File: config.mk
export PLATFORM = sky130hd
export DESIGN_NAME = ycc_rgb_row_converter
export DESIGN_NICKNAME = d
export VERILOG_FILES = /design/src/rtl/ycc_rgb_row_converter.sv
export SDC_FILE = /design/constraint.sdc
export NUM_CORES = 2
export LEC_CHECK = 0
export CAP_MARGIN = 20
export CORE_AREA = 2 2 681 683
export CTS_BUF_LIST = sky130_fd_sc_hd__clkbuf_8
export CTS_CLUSTER_SIZE = 20
export DETAILED_ROUTE_END_ITERATION = 6
export DIE_AREA = 0 0 683 685
export PLACE_DENSITY = 0.54
export SYNTH_ARGS = -nofsm -noshare
export SYNTH_HDL_FRONTEND = slang
export SYNTH_SLANG_ARGS = --single-unit
export TNS_END_PERCENT = 50
File: constraint.sdc
create_clock -name clk -period 48.9 [get_ports clk]
set_input_delay 12.225 -clock clk [delete_from_list [all_inputs] [get_ports clk]]
set_output_delay 12.225 -clock clk [all_outputs]
set_load 0.02 [all_outputs]
File: src/rtl/ycc_rgb_row_converter.sv
// Converts one upsampled 8x8 Y/Cb/Cr block triple to 8-bit BT.601 full-range RGB,
// streaming one 8-pixel row per valid/ready beat; next triple accepted as row 7 is presented.
`ifndef Q
`define Q 8
`endif

module ycc_rgb_row_converter #(
  parameter int Q_W    = `Q,
  parameter int FRAC_W = 0
) (
  input  logic                         clk,
  input  logic                         rst,
  input  logic                         valid_in,
  output logic                         ready_out,
  input  logic [7:0][7:0][Q_W-1:0]     y_in,
  input  logic [7:0][7:0][Q_W-1:0]     cb_in,
  input  logic [7:0][7:0][Q_W-1:0]     cr_in,
  output logic                         valid_out,
  input  logic                         ready_in,
  output logic [2:0]                   row_out,
  output logic                         last_out,
  output logic [7:0][7:0]              r_out,
  output logic [7:0][7:0]              g_out,
  output logic [7:0][7:0]              b_out
);

  typedef enum logic {IDLE, BUSY} state_t;

  // Half-LSB rounding constant; collapses to zero when there are no fractional bits.
  localparam logic [Q_W:0] RND = ((Q_W+1)'(1) << FRAC_W) >> 1;

  function automatic logic [7:0] extract(input logic [Q_W-1:0] v);
    logic [Q_W:0] sum;
    logic [Q_W:0] sh;
    sum = {1'b0, v} + RND;
    sh  = sum >> FRAC_W;
    if (|(sh >> 8)) return 8'hff;
    return sh[7:0];
  endfunction

  function automatic logic [7:0] clamp8(input logic signed [19:0] v);
    if (v < 20'sd0) return 8'd0;
    if (v > 20'sd255) return 8'd255;
    return v[7:0];
  endfunction

  function automatic logic signed [19:0] widen(input logic [7:0] v);
    return $signed({12'd0, v});
  endfunction

  function automatic logic [7:0] pix_r(input logic [7:0] y, input logic [7:0] cr);
    logic signed [19:0] dcr;
    dcr = widen(cr) - 20'sd128;
    return clamp8(widen(y) + ((20'sd359 * dcr + 20'sd128) >>> 8));
  endfunction

  function automatic logic [7:0] pix_g(input logic [7:0] y, input logic [7:0] cb, input logic [7:0] cr);
    logic signed [19:0] dcb;
    logic signed [19:0] dcr;
    dcb = widen(cb) - 20'sd128;
    dcr = widen(cr) - 20'sd128;
    return clamp8(widen(y) + ((-20'sd88 * dcb - 20'sd183 * dcr + 20'sd128) >>> 8));
  endfunction

  function automatic logic [7:0] pix_b(input logic [7:0] y, input logic [7:0] cb);
    logic signed [19:0] dcb;
    dcb = widen(cb) - 20'sd128;
    return clamp8(widen(y) + ((20'sd454 * dcb + 20'sd128) >>> 8));
  endfunction

  state_t                 state_q;
  logic [2:0]             row_ptr_q;
  logic [2:0]             row_ptr_d;
  logic [7:0][7:0][7:0]   y_q, cb_q, cr_q;
  logic [7:0][7:0][7:0]   y_d, cb_d, cr_d;
  logic [7:0][7:0]        conv_r, conv_g, conv_b;
  logic                   valid_q, last_q;
  logic [2:0]             row_q;
  logic [7:0][7:0]        r_q, g_q, b_q;
  logic                   load;

  assign ready_out = (state_q == IDLE) && !rst;
  assign load      = (state_q == BUSY) && (!valid_q || ready_in);
  assign row_ptr_d = row_ptr_q + 3'd1;

  // Samples are reduced to 8 bits at capture so the buffer only holds integer values.
  always_comb begin
    for (int r = 0; r < 8; r++) begin
      for (int c = 0; c < 8; c++) begin
        y_d[r][c]  = extract(y_in[r][c]);
        cb_d[r][c] = extract(cb_in[r][c]);
        cr_d[r][c] = extract(cr_in[r][c]);
      end
    end
  end

  always_comb begin
    for (int c = 0; c < 8; c++) begin
      conv_r[c] = pix_r(y_q[row_ptr_q][c], cr_q[row_ptr_q][c]);
      conv_g[c] = pix_g(y_q[row_ptr_q][c], cb_q[row_ptr_q][c], cr_q[row_ptr_q][c]);
      conv_b[c] = pix_b(y_q[row_ptr_q][c], cb_q[row_ptr_q][c]);
    end
  end

  always_ff @(posedge clk) begin
    if (rst) begin
      state_q   <= IDLE;
      row_ptr_q <= 3'd0;
      valid_q   <= 1'b0;
      row_q     <= 3'd0;
      last_q    <= 1'b0;
      r_q       <= '0;
      g_q       <= '0;
      b_q       <= '0;
    end else begin
      if (valid_q && ready_in) valid_q <= 1'b0;
      case (state_q)
        IDLE: begin
          if (valid_in) begin
            y_q       <= y_d;
            cb_q      <= cb_d;
            cr_q      <= cr_d;
            row_ptr_q <= 3'd0;
            state_q   <= BUSY;
          end
        end
        BUSY: begin
          if (load) begin
            r_q       <= conv_r;
            g_q       <= conv_g;
            b_q       <= conv_b;
            row_q     <= row_ptr_q;
            last_q    <= (row_ptr_q == 3'd7);
            valid_q   <= 1'b1;
            row_ptr_q <= row_ptr_d;
            if (row_ptr_q == 3'd7) state_q <= IDLE;
          end
        end
        default: state_q <= IDLE;
      endcase
    end
  end

  assign valid_out = valid_q;
  assign row_out   = row_q;
  assign last_out  = last_q;
  assign r_out     = r_q;
  assign g_out     = g_q;
  assign b_out     = b_q;

endmodule

==> key figures <==
Die
  • Die area: 468000 µm²
  • Die X-Extent: approximately 700 µm
  • Vert. Die Dim: 685 µm
  • Core area: 461000 µm²
  • # IOs: approximately 1700
  • Num rows: between 200 and 300
  • Initial Utilization: about a quarter

Finish
  • NumNets Final: 15400
  • Most frequent cells in the layout: inv_1, clkdlybuf4s50_1, ha_1, edfxtp_1, fa_1
  • Share of cells above drive strength 1: around a tenth
  • Layout area overhead: 26.4%
  • Most common cell after layout, fill and taps aside: inv_1
  • Number of fill cells in the layout: around 46000

Worst setup path
  • Crit start category: input port
  • Worst R2R End: g_out[3]$_SDFFE_PP0P_
  • Worst setup EP type: primary output
  • Critical path launch point: rst
  • Reg-to-reg startpoint: row_ptr_q[1]$_SDFFE_PP0P_
  • Worst R2R Path Depth: 37
  • Worst path required time: ~37000 ps
  • Arr. time, crit path: between 10000 and 15000 ps
  • Crit Path Category: input port to primary output
  • Flop2flop setup slack: 36860 ps
  • Crit Path Max Fanout: 3

Timing
  • # setup viols final: 0
  • Skew final: 129 ps
  • RSZ-0062 raised after global routing: false
  • Worst Tran Pin Value: about 1000 ps
  • F_max: roughly 39 MHz
  • Fin crit period: roughly 26000 ps
  • Slew Viols, Final: 0
  • Final Cycle Share: approximately 52%
  • Setup TNS Final: 0 ps
  • Slew margin rel.: 29.4%
  • Final hold vios: 0

Routing
  • Drt first-iter violations: approximately 5500
  • DR DRC count: 0
  • Final wirelength: 433 mm
  • Post-route ant nets: 0
  • Avg WL per Cell: 24.0 µm
  • Drt pass-1 iters: 5
  • Vias per cell: between 4 and 5
  • Vias: roughly 81000

Clock tree
  • CTS sink cnt: 1737
  • Clock Latency Late Sink: roughly 1200 ps
  • CTS tree: built
  • Root Buffer: clkbuf_8
  • Post-CTS Setup Inserts: 0
  • CTS max path bufs: 4
  • Hold-fix buffers, CTS: 0
  • TritonCTS buffer count: about 320
  • Cts repair resizes: 0
  • Clock transition at the registers of the reported paths: ~60 ps
  • Clock H-tree levels: 5

Place
  • GPL Wtd Cong: 0.867
  • Detailed Place HPWL: 360 mm
  • Port Buffers: about 1700

Yosys
  • Number of distinct library cells after synthesis: between 100 and 150
  • Top_reg_cell synth: edfxtp_1
  • Synth area leaders: edfxtp_1, ha_1, fa_1, mux4_2, inv_1
  • Async SR Flop Fraction: 0%
  • Yosys warning total: 0
  • Syn nets: 13400
  • Syn Inst Count: between 9000 and 10000
  • Yosys reg bits: 1737
  • Post-synth EDFFs: around 1500
  • Post-synthesis sequential area ratio: around two fifths
  • Post-synthesis area per instance: ~13 µm²
  • Synth top area share: 38.0%
  • Post-synth top area cell: edfxtp_1
  • Post-Synthesis Cell Area: roughly 120000 µm²

Worst hold path
  • Hold_sp: last_out$_SDFFE_PP0P_
  • Worst hold path endpoint: last_out$_SDFFE_PP0P_
  • Worst hold path class: flop to flop
  • Hold depth: 2

Global route
  • Largest net degree at the start of global routing: 155
  • Total track usage: a little under a fifth
  • Grt ovf: 0
  • First-pass GRT wire length: between 600 and 700 mm
  • Vias in the first global route: between 80000 and 90000
  • Initial antenna violation count: 141

Flow run
  • MaxCap Viol Count: 0

Status
  • Status: complete, no violations
## layout make-up
| cell class | instances | area (µm²) | share of cell area, % |
|---|---|---|---|
| multi-input combinational | 5938 | 64600 | 42.0 |
| sequential | 1737 | 50200 | 32.7 |
| timing repair buffer | 1873 | 18400 | 12.0 |
| tap | 6174 | 7720 | 5.03 |
| inverter | 1696 | 6370 | 4.15 |
| clock buffer | 337 | 4640 | 3.02 |
| clock inverter | 237 | 1510 | 0.983 |
| antenna | 72 | 180 | 0.117 |
## cell usage after synthesis (16+ instances only)
cell and n:
inv_1 1695, ha_1 1648, edfxtp_1 1536, fa_1 633, mux4_2 385, xnor2_1 367
a21oi_1 335, nand2_1 289, nor2_1 286, o21ai_0 221, dfxtp_1 201, mux2i_1 145
a21o_1 126, xor2_1 106, clkbuf_1 100, nor3_1 94, a221o_1 86, o21bai_1 80
mux2_2 78, nor2b_1 73, o21a_1 68, nand3_1 66, or2_2 62, a221oi_1 49
or3_1 43, a21boi_0 42, a31oi_1 42, nand2b_1 39, and2_1 38, and3_1 37
o211ai_1 34, a211oi_1 33, buf_2 32, buf_1 31, nand4_1 24, a22oi_1 23
nor4_1 22, o31ai_1 21, a31o_2 20, a311oi_1 17, nor3b_1 16
## worst max-delay path: stages
cell             delay [ps]
buf_4                   200
nor2_1                  260
clkdlybuf4s50_1         650
## per-layer routing
metal  routed length, µm  share of wire [%]  GRT usage [%]  up-vias
met5                 363              0.084              0        -
met4                7320                1.7           4.08       52
met3               28600                6.6           4.20      471
met2              214000                 49           31.0     2195
met1              183000                 42           22.9    40100
li1                    -                  -              -    38400
## sequential cells by signal, summed over array words and instances, names as in the netlist, 3 cells and up
name       flops
row_ptr_q      3
b_out         64
r_out         64
y_q          512
cb_q         512
row_out        3
cr_q         512
g_out         64
## through the flow
stage	hold WS [ps]	utilization (%)	setup slack, ps	std cells	area, µm²
floorplan	516	-	16640	9536	121000
global placement	451	31.9	23300	17400	147000
detailed placement	453	31.9	23310	17400	147000
CTS	466	33.3	23300	18000	153000
global route	492	33.3	23260	18000	154000
finish	469	33.3	23280	18100	154000
## worst max path at each step
stage	end	slack (ps)
after floorplan	cb_q[0]$_DFFE_PP_	16640
after global placement	ready_out	23300
after detailed placement	ready_out	23310
after CTS	ready_out	23300
after global routing	ready_out	23260
final	ready_out	23280
## cell families after synthesis
logic type	count (synthesis)	synth area share, %
xor+xnor	475	3.44
buf+inv	1861	5.79
mux	609	9.07
flops	1737	41.3
fa+ha+maj	2283	27.4
other cells	1	0.00309
compound gates	1376	7.91
simple gates	1194	5.09
Power is left out: the tool's default activity adds up to more than one toggle a clock period on the data nets, which glitch-free logic cannot reach.
